$ cat config.mk
export PLATFORM = sky130hd
export DESIGN_NAME = muldiv_sequencer
export DESIGN_NICKNAME = d
export VERILOG_FILES = /design/src/rtl/muldiv_pkg.sv /design/src/rtl/muldiv_signfix.sv /design/src/rtl/muldiv_sequencer.sv
export SDC_FILE = /design/constraint.sdc
export NUM_CORES = 1
export LEC_CHECK = 0
export CAP_MARGIN = 20
export CELL_PAD_IN_SITES_DETAIL_PLACEMENT = 0
export CELL_PAD_IN_SITES_GLOBAL_PLACEMENT = 1
export CORE_ASPECT_RATIO = 1.5
export CORE_MARGIN = 10
export CORE_UTILIZATION = 39
export DETAILED_ROUTE_END_ITERATION = 8
export PLACE_DENSITY = 0.77
export REMOVE_ABC_BUFFERS = 1
export SKIP_CTS_REPAIR_TIMING = 1
export SYNTH_ARGS = -nofsm -noshare
export SYNTH_HDL_FRONTEND = slang
export SYNTH_SLANG_ARGS = --single-unit
$ cat constraint.sdc
create_clock -name clk -period 3.75 [get_ports clk]
set_input_delay 0.5625 -clock clk [delete_from_list [all_inputs] [get_ports clk]]
set_output_delay 0.5625 -clock clk [all_outputs]
set_load 0.05 [all_outputs]
$ cat src/rtl/muldiv_pkg.sv
// Shared constants for the iterative multiply/divide sequencer.
// State encodings, opcode values and the iteration count.
package muldiv_pkg;
    // FSM state encoding
    localparam logic [2:0] IDLE  = 3'd0;
    localparam logic [2:0] RUN   = 3'd1;
    localparam logic [2:0] FIX   = 3'd2;
    localparam logic [2:0] DONE  = 3'd3;
    localparam logic [2:0] FAULT = 3'd4;

    localparam logic OP_MULT = 1'b0;
    localparam logic OP_DIV  = 1'b1;

    localparam int ITERATIONS = 32;
endpackage

$ cat src/rtl/muldiv_signfix.sv
// Conditional two's-complement negation.
// Used to form operand magnitudes and to restore result signs.
module muldiv_signfix #(
    parameter int W = 33
) (
    input  logic         neg,
    input  logic [W-1:0] x,
    output logic [W-1:0] y
);
    assign y = neg ? -x : x;
endmodule

$ cat src/rtl/muldiv_sequencer.sv
// Iterative signed multiply / restoring divide owning the HI/LO result path.
// Works on operand magnitudes; signs are reapplied in a single FIX cycle.
module muldiv_sequencer
    import muldiv_pkg::*;
#(
    parameter int WIDTH = 32
) (
    input  logic             clk,
    input  logic             reset,
    input  logic             start,
    input  logic             op,
    input  logic [WIDTH-1:0] a,
    input  logic [WIDTH-1:0] b,
    output logic             busy,
    output logic             done,
    output logic             div_zero,
    output logic             hi_write,
    output logic             lo_write,
    output logic [WIDTH-1:0] hi,
    output logic [WIDTH-1:0] lo
);
    localparam int CW = $clog2(ITERATIONS);

    logic [2:0]         state;
    logic [CW-1:0]      count;
    logic               opReg, signA, signB;
    logic [WIDTH:0]     magA, magB, absA, absB;
    logic [2*WIDTH-1:0] work, multNext, divNext, prodFix;
    logic [WIDTH-1:0]   quotFix, remFix;

    logic [WIDTH:0]     addSum;
    logic [WIDTH-1:0]   diff;
    logic               geq;

    // 0x80000000 needs the extra bit to hold its magnitude of 2^31
    muldiv_signfix #(.W(WIDTH+1)) uAbsA (.neg(a[WIDTH-1]), .x({a[WIDTH-1], a}), .y(absA));
    muldiv_signfix #(.W(WIDTH+1)) uAbsB (.neg(b[WIDTH-1]), .x({b[WIDTH-1], b}), .y(absB));

    muldiv_signfix #(.W(2*WIDTH)) uFixProd (.neg(signA ^ signB), .x(work), .y(prodFix));
    muldiv_signfix #(.W(WIDTH)) uFixQuot (.neg(signA ^ signB), .x(work[WIDTH-1:0]), .y(quotFix));
    muldiv_signfix #(.W(WIDTH)) uFixRem (.neg(signA), .x(work[2*WIDTH-1:WIDTH]), .y(remFix));

    // Multiply: work = {acc, multiplier}; add on LSB then shift right
    always_comb begin
        addSum   = {1'b0, work[2*WIDTH-1:WIDTH]} + (work[0] ? magA : '0);
        multNext = {addSum, work[WIDTH-1:1]};
    end

    // Divide: work = {remainder, dividend/quotient}; shift left, trial subtract
    always_comb begin
        geq  = work[2*WIDTH-1:WIDTH-1] >= magB;
        diff = work[2*WIDTH-2:WIDTH-1] - magB[WIDTH-1:0];
        divNext = geq ? {diff, work[WIDTH-2:0], 1'b1} : {work[2*WIDTH-2:0], 1'b0};
    end

    always_ff @(posedge clk) begin
        if (reset) begin
            state <= IDLE;
            count <= '0;
            opReg <= OP_MULT;
            signA <= 1'b0;
            signB <= 1'b0;
            magA  <= '0;
            magB  <= '0;
            work  <= '0;
            hi    <= '0;
            lo    <= '0;
        end else begin
            case (state)
                IDLE: if (start) begin
                    opReg <= op;
                    signA <= a[WIDTH-1];
                    signB <= b[WIDTH-1];
                    magA  <= absA;
                    magB  <= absB;
                    count <= '0;
                    work  <= {{WIDTH{1'b0}}, (op == OP_DIV) ? absA[WIDTH-1:0] : absB[WIDTH-1:0]};
                    state <= (op == OP_DIV && b == '0) ? FAULT : RUN;
                end
                RUN: begin
                    work  <= (opReg == OP_DIV) ? divNext : multNext;
                    count <= count + 1'b1;
                    if (count == CW'(ITERATIONS - 1)) state <= FIX;
                end
                FIX: begin
                    if (opReg == OP_DIV) begin
                        hi <= remFix;
                        lo <= quotFix;
                    end else begin
                        {hi, lo} <= prodFix;
                    end
                    state <= DONE;
                end
                default: state <= IDLE;
            endcase
        end
    end

    assign busy     = state != IDLE;
    assign done     = state == DONE;
    assign hi_write = state == DONE;
    assign lo_write = state == DONE;
    assign div_zero = state == FAULT;
endmodule

# [Word-level counts from Yosys, hierarchy flattened]
# Index checks and enable logic that the tools add are counted.
[word_totals] input_bits=68 wordCells=54 ff_bits=205 output_inout_bits=69
[classes] n_bitwise=1 mux=19 add_sub_neg=8 n_lt_le_gt_ge=1 eq_ne=7 reduce_logical=8
[op_table] operator="64-bit two-way mux" n=4
[op_table] operator="32-bit two-way mux" n=5
[op_table] operator="64-bit one-hot mux with 2 select lines" n=1
[op_table] operator="33-bit two-way mux" n=3
[op_table] operator="33-bit negation" n=2
[op_table] operator="32-bit negation" n=2
[op_table] operator="64-bit negation" n=1
[op_table] operator="32-bit by 33-bit adder with 33-bit output" n=1
[op_table] operator="33-bit >= comparator" n=1
[op_table] operator="32-bit zero test" n=1
[op_table] operator="32-bit subtractor" n=1
[op_table] operator="5-bit one-hot mux with 2 select lines" n=1
[op_table] operator="3-bit two-way mux" n=3
[op_table] operator="3-bit one-hot mux with 3 select lines" n=1
[op_table] operator="3-bit by 2-bit equality test with 1-bit output, second input constant" n=2
[op_table] operator="2-bit AND reduction" n=3
[op_table] operator="5-bit by 1-bit adder with 5-bit output, second input constant" n=1
[op_table] operator="5-bit equality test, second input constant" n=1
[op_table] operator="5-bit two-way mux" n=1
[op_table] operator="2-bit != test, second input constant" n=2
[op_table] operator="3-bit by 1-bit equality test with 1-bit output, second input constant" n=1
[op_table] operator="3-bit equality test, second input constant" n=1
[op_table] operator="3-bit zero test" n=1
[op_table] operator="3-bit nonzero test" n=1
[op_table] operator="other kinds (3)" n=3

# [Longest topological paths before layout]
[logic_depth] ltp_word=5 ltp_mapped=15 depth_no_buf=13

# [By module]
# From an unflattened synthesis, not the netlist that was laid out.
[unflattened] cells_unflattened=2203 hier_area_um2=17406.7
[by_module_without_submodules] mod="muldiv_sequencer" n_inst=1 cells_each=1579 seq_area_each_um2=4103.9 area_per_inst_um2=12792.3
[by_module_without_submodules] mod="muldiv_signfix (uAbsA ...)" n_inst=2 cells_each=105 seq_area_each_um2=0.0 area_per_inst_um2=813.3
[by_module_without_submodules] mod="muldiv_signfix (uFixQuot ...)" n_inst=2 cells_each=108 seq_area_each_um2=0.0 area_per_inst_um2=767.0
[by_module_without_submodules] mod="muldiv_signfix (uFixProd)" n_inst=1 cells_each=198 seq_area_each_um2=0.0 area_per_inst_um2=1453.9

# [Worst setup path before layout]
# OpenSTA, ideal clock, no wires.
[synth_path] kind="register to register" startpoint="register work[31]" endpoint="register work[62]" setup_time_ns=0.117 path_buffers=1 setup_slack_ns=0.221 arrival_time_ns=3.412 period_less_slack_ns=3.529 path_stages_with_launch=15 required_time_ns=3.633 path_cell_list="dfxtp_1 > clkbuf_1 > inv_1 > ha_1 > inv_1 > fa_1 > a21o_1 > a221o_1 > a221oi_1 > nor4_1 > o31ai_1 > o21ai_0 > xor2_1 > a311o_1 > a32o_1"
[synth_via] elab_chain_len=4 word_cells_on_any_way=5 cone_classes="add/sub: 1; order compare: 1; mux: 3"
[synth_lines] item="start: declaration" line_no="muldiv_sequencer.sv:28" source="logic [2*WIDTH-1:0] work, multNext, divNext, prodFix;"
[synth_lines] item="start signal: assignment" line_no="muldiv_sequencer.sv:77" source="work <= {{WIDTH{1'b0}}, (op == OP_DIV) ? absA[WIDTH-1:0] : absB[WIDTH-1:0]};"
[synth_lines] item="start signal: assignment" line_no="muldiv_sequencer.sv:81" source="work <= (opReg == OP_DIV) ? divNext : multNext;"
[synth_lines] item="32-bit subtractor or 33-bit >= comparator (tied branches)" line_no="muldiv_sequencer.sv:52, muldiv_sequencer.sv:51"
[synth_lines] item="64-bit two-way mux *" line_no="muldiv_sequencer.sv:53" source="divNext = geq ? {diff, work[WIDTH-2:0], 1'b1} : {work[2*WIDTH-2:0], 1'b0};"
[synth_lines] item="64-bit two-way mux *" line_no="muldiv_sequencer.sv:81"
[synth_lines] item="64-bit one-hot mux with 2 select lines *" line_no="muldiv_sequencer.sv:69" source="case (state)"
# Every way passes the cells marked *; elsewhere a longest branch is shown, timed or not.
# A chain may end at the register's enable or synchronous reset.

# [Worst setup path in the final report]
[layout_path] startpoint="input port b[9]" endpoint="register magB[23]"
[layout_via] elab_chain_len=2
[layout_lines] item="start: declaration" line_no="muldiv_sequencer.sv:13" source="input logic [WIDTH-1:0] b,"
[layout_lines] item="33-bit negation" line_no="muldiv_signfix.sv:10" source="assign y = neg ? -x : x;"
[layout_lines] item="33-bit two-way mux" line_no="muldiv_signfix.sv:10"
[layout_lines] item="end signal: assignment" line_no="muldiv_sequencer.sv:75" source="magB <= absB;"
[layout_lines] item="end: declaration" line_no="muldiv_sequencer.sv:27" source="logic [WIDTH:0] magA, magB, absA, absB;"
# No other way between the ends.

==> key figures <==
Outcome
  • Outcome: finished clean

Synth
  • Top_reg_cell synth: dfxtp_1
  • Mapped cell area: 0.0148 mm²
  • Synth cell types: 75
  • Synth warnings: 0
  • Avg Cell Area, Syn: 7.61 µm²
  • Most frequent cells after synthesis: nor2_1 (215), dfxtp_1 (205), nand2_1 (163), a21oi_1 (157), clkbuf_1 (111)
  • Post-synth EDFFs: 0
  • Yosys reg bits: 205
  • Asr flop ratio synth: 0%
  • Synthesized instance count: 1948
  • Top post-synthesis cells by area: dfxtp_1 (28%), ha_1 (6.0%), a211oi_1 (5.5%)
  • Synth area leader: dfxtp_1
  • Most frequent cell after synthesis: nor2_1
  • Area fraction of the dominant cell type after synthesis: 27.7%
  • Sequential-to-total area share from yosys stat: 27.7%

Finish
  • Synth-to-Final Area Change: 22.4%
  • Fill cells: 3824
  • Share of cells above drive strength 1: 9.32%
  • Fin nets: 2247
  • Post-Layout Inst Area: 0.0182 mm²
  • Final Non-Filler Cells: 2614

Placed design
  • Buffers on Ports: 136
  • Placed Cells: 2569
  • GP Congestion: 0.968
  • DP Worst Slack: -320 ps
  • DP Wirelength: 46.5 mm
  • DP Area: 0.0173 mm²

Drt
  • Avg WL per Cell: 22.5 µm
  • Vias/cell: 5.79
  • Total wire length: 58.7 mm
  • Vias: 15133
  • Drt drc: 0
  • Initial DRC Count: 1032
  • Initial DRT Pass Iterations: 5
  • Antenna Nets Post-Route: 0

STA
  • RSZ-0062 raised after global routing: false
  • Slew HR: 40.5%
  • Final Cycle Share: 94.6%
  • Hold WS: 397 ps
  • Final Max Slew Viols: 0
  • Worst slew pin tran: 889 ps
  • Hold Vio Cnt, Final: 0
  • Setup TNS: 0 ps
  • Final worst slack: 202 ps
  • Fmax: 282 MHz
  • Final Setup Violations: 0
  • Final Skew: 13.1 ps
  • Min cycle time layout: 3550 ps

Clock network
  • Clock latency on the worst-skew pair: 540 ps
  • H-tree level count: 1
  • CTS tree: built
  • CTS root buffer: clkbuf_16
  • CTS sink count: 205
  • TritonCTS Buffers: 24
  • Clock-pin slew on the worst setup and hold paths: 60 ps
  • Clk buf depth: 3

Global route
  • GRT Resource Usage Total: 24.7%
  • Pin count of the biggest net entering global routing: 74
  • Global-route wire length before repair: 89.5 mm
  • Number of global-route vias before repair: 14761
  • Initial antenna violation count: 1
  • GR Overflow Total: 0

Pwr
  • Leakage: 7.12 nW
  • Switching Share: 33.1%
  • Clock network fraction of total power: 37.5%
  • Gate power share: 26.9%
  • Pwr dens: 371 mW/mm²
  • Sw Pwr: 2.23 mW
  • Seq pwr share: 35.6%
  • Internal: 4.51 mW
  • Maximum vdd ir drop: 0.000374 V

Setup path
  • Critical path capture point type: flip-flop
  • Critical Path Fanout Max: 4
  • WP data required: 4210 ps
  • Worst Setup Start Kind: input pin
  • Critical path class: input pin to flip-flop
  • Critical Path AT: 4010 ps

Floorplanning
  • Starting Density: 39.5%
  • Core area: 0.0376 mm²
  • Die area: 0.0464 mm²
  • Die X-Extent: 179 µm
  • I/O pin count: 137
  • Die H: 259 µm
  • Std-Cell Rows: 87

Job
  • Max Cap Viol: 0

Hold path
  • Worst min-delay path category: input pin to flip-flop
-- sequential cells by signal, summed over array words and instances, names as in the netlist --
name   cells
magB      33
state      3
opReg      1
magA      33
work      64
signA      1
lo        32
hi        32
count      5
signB      1
-- path summary, 6_finish.rpt --
kind / slack (ps) / cells past startpoint / to / startpoint
worst max-delay path: 200 / 11 / magB[23]$_SDFFE_PP0P_ / b[9]
worst max register to register: 260 / 15 / work[62]$_SDFFE_PP0P_ / work[31]$_SDFFE_PP0P_
worst min register to register: 450 / 2 / hi[31]$_SDFFE_PP0P_ / hi[31]$_SDFFE_PP0P_
worst min-delay path: 400 / 2 / magB[31]$_SDFFE_PP0P_ / reset
-- cells in the final DEF, fill, tap and decap left out, drive strengths merged, types with 8 or more instances in the layout --
cell type	count
nor2	215
dfxtp	205
nand2	163
a21oi	159
clkdlybuf4s50	134
buf	127
a211oi	108
o21ai	105
xnor2	88
inv	78
xor2	71
ha	71
a21o	45
mux2i	44
nand3	39
nor3	39
o211ai	36
and2	36
clkbuf	35
a31oi	34
or3	25
o31ai	22
or4	18
nor4	17
and3	15
nand4	14
nand2b	12
o41ai	12
o21bai	11
a22oi	10
nor2b	9
o21a	9
or2	8
a311oi	8
nor4b	8
-- routing by layer --
metal  routed length [µm]  vias to the layer above  track usage, %
met5                    0                        -               0
met2                28300                      400            41.6
li1                     -                     7411               -
met3                 2410                      118            2.62
met1                24600                     7204            30.3
met4                 3430                        0            13.2
-- worst max-delay path: stages --
cell	delay, ps
clkdlybuf4s50_1	440
or4_4	600
nor4b_2	310
or4b_4	520
buf_4	160
or4_1	530
buf_4	200
o21ai_0	200
xnor2_1	190
nor2_1	70
a211oi_1	210
-- power groups by stage --
stage	clock network [mW]	registers, mW	logic [mW]
2_1_floorplan	0	2.43	1.08
3_5_place_dp	0	2.44	1.79
3_3_place_gp	0	2.44	1.79
5_1_grt	2.66	2.41	1.98
4_1_cts	2.58	2.40	1.80
6_report	2.53	2.40	1.81
-- layout make-up --
type / count / area, µm² / share of cell area (%)
Multi-Input combinational cell: 1535 / 9960 / 54.9
Sequential cell: 205 / 4110 / 22.6
Timing Repair Buffer: 261 / 2330 / 12.9
Clock buffer: 35 / 703 / 3.87
Tap cell: 489 / 612 / 3.37
Inverter: 79 / 297 / 1.63
Clock inverter: 9 / 138 / 0.758
Antenna cell: 1 / 2.50 / 0.0138
-- logic make-up after synthesis --
family                     after synthesis  share of synthesized area [%]
AOI/OAI and AO/OA                      624                           27.6
xor gates and xnor gates               159                           9.39
adders and majority gates               73                           6.26
buffers and inverters                  208                           5.35
DFF                                    205                           27.7
muxes                                   46                           3.12
and+or+nand+nor                        633                           20.6
-- through the flow --
stage	power (mW)	utilization [%]
floorplan	3.51	-
global placement	4.23	46.1
detailed placement	4.24	46.1
CTS	6.78	48.3
global route	7.05	48.3
finish	6.74	48.3
(Power assumes the default switching activity.)
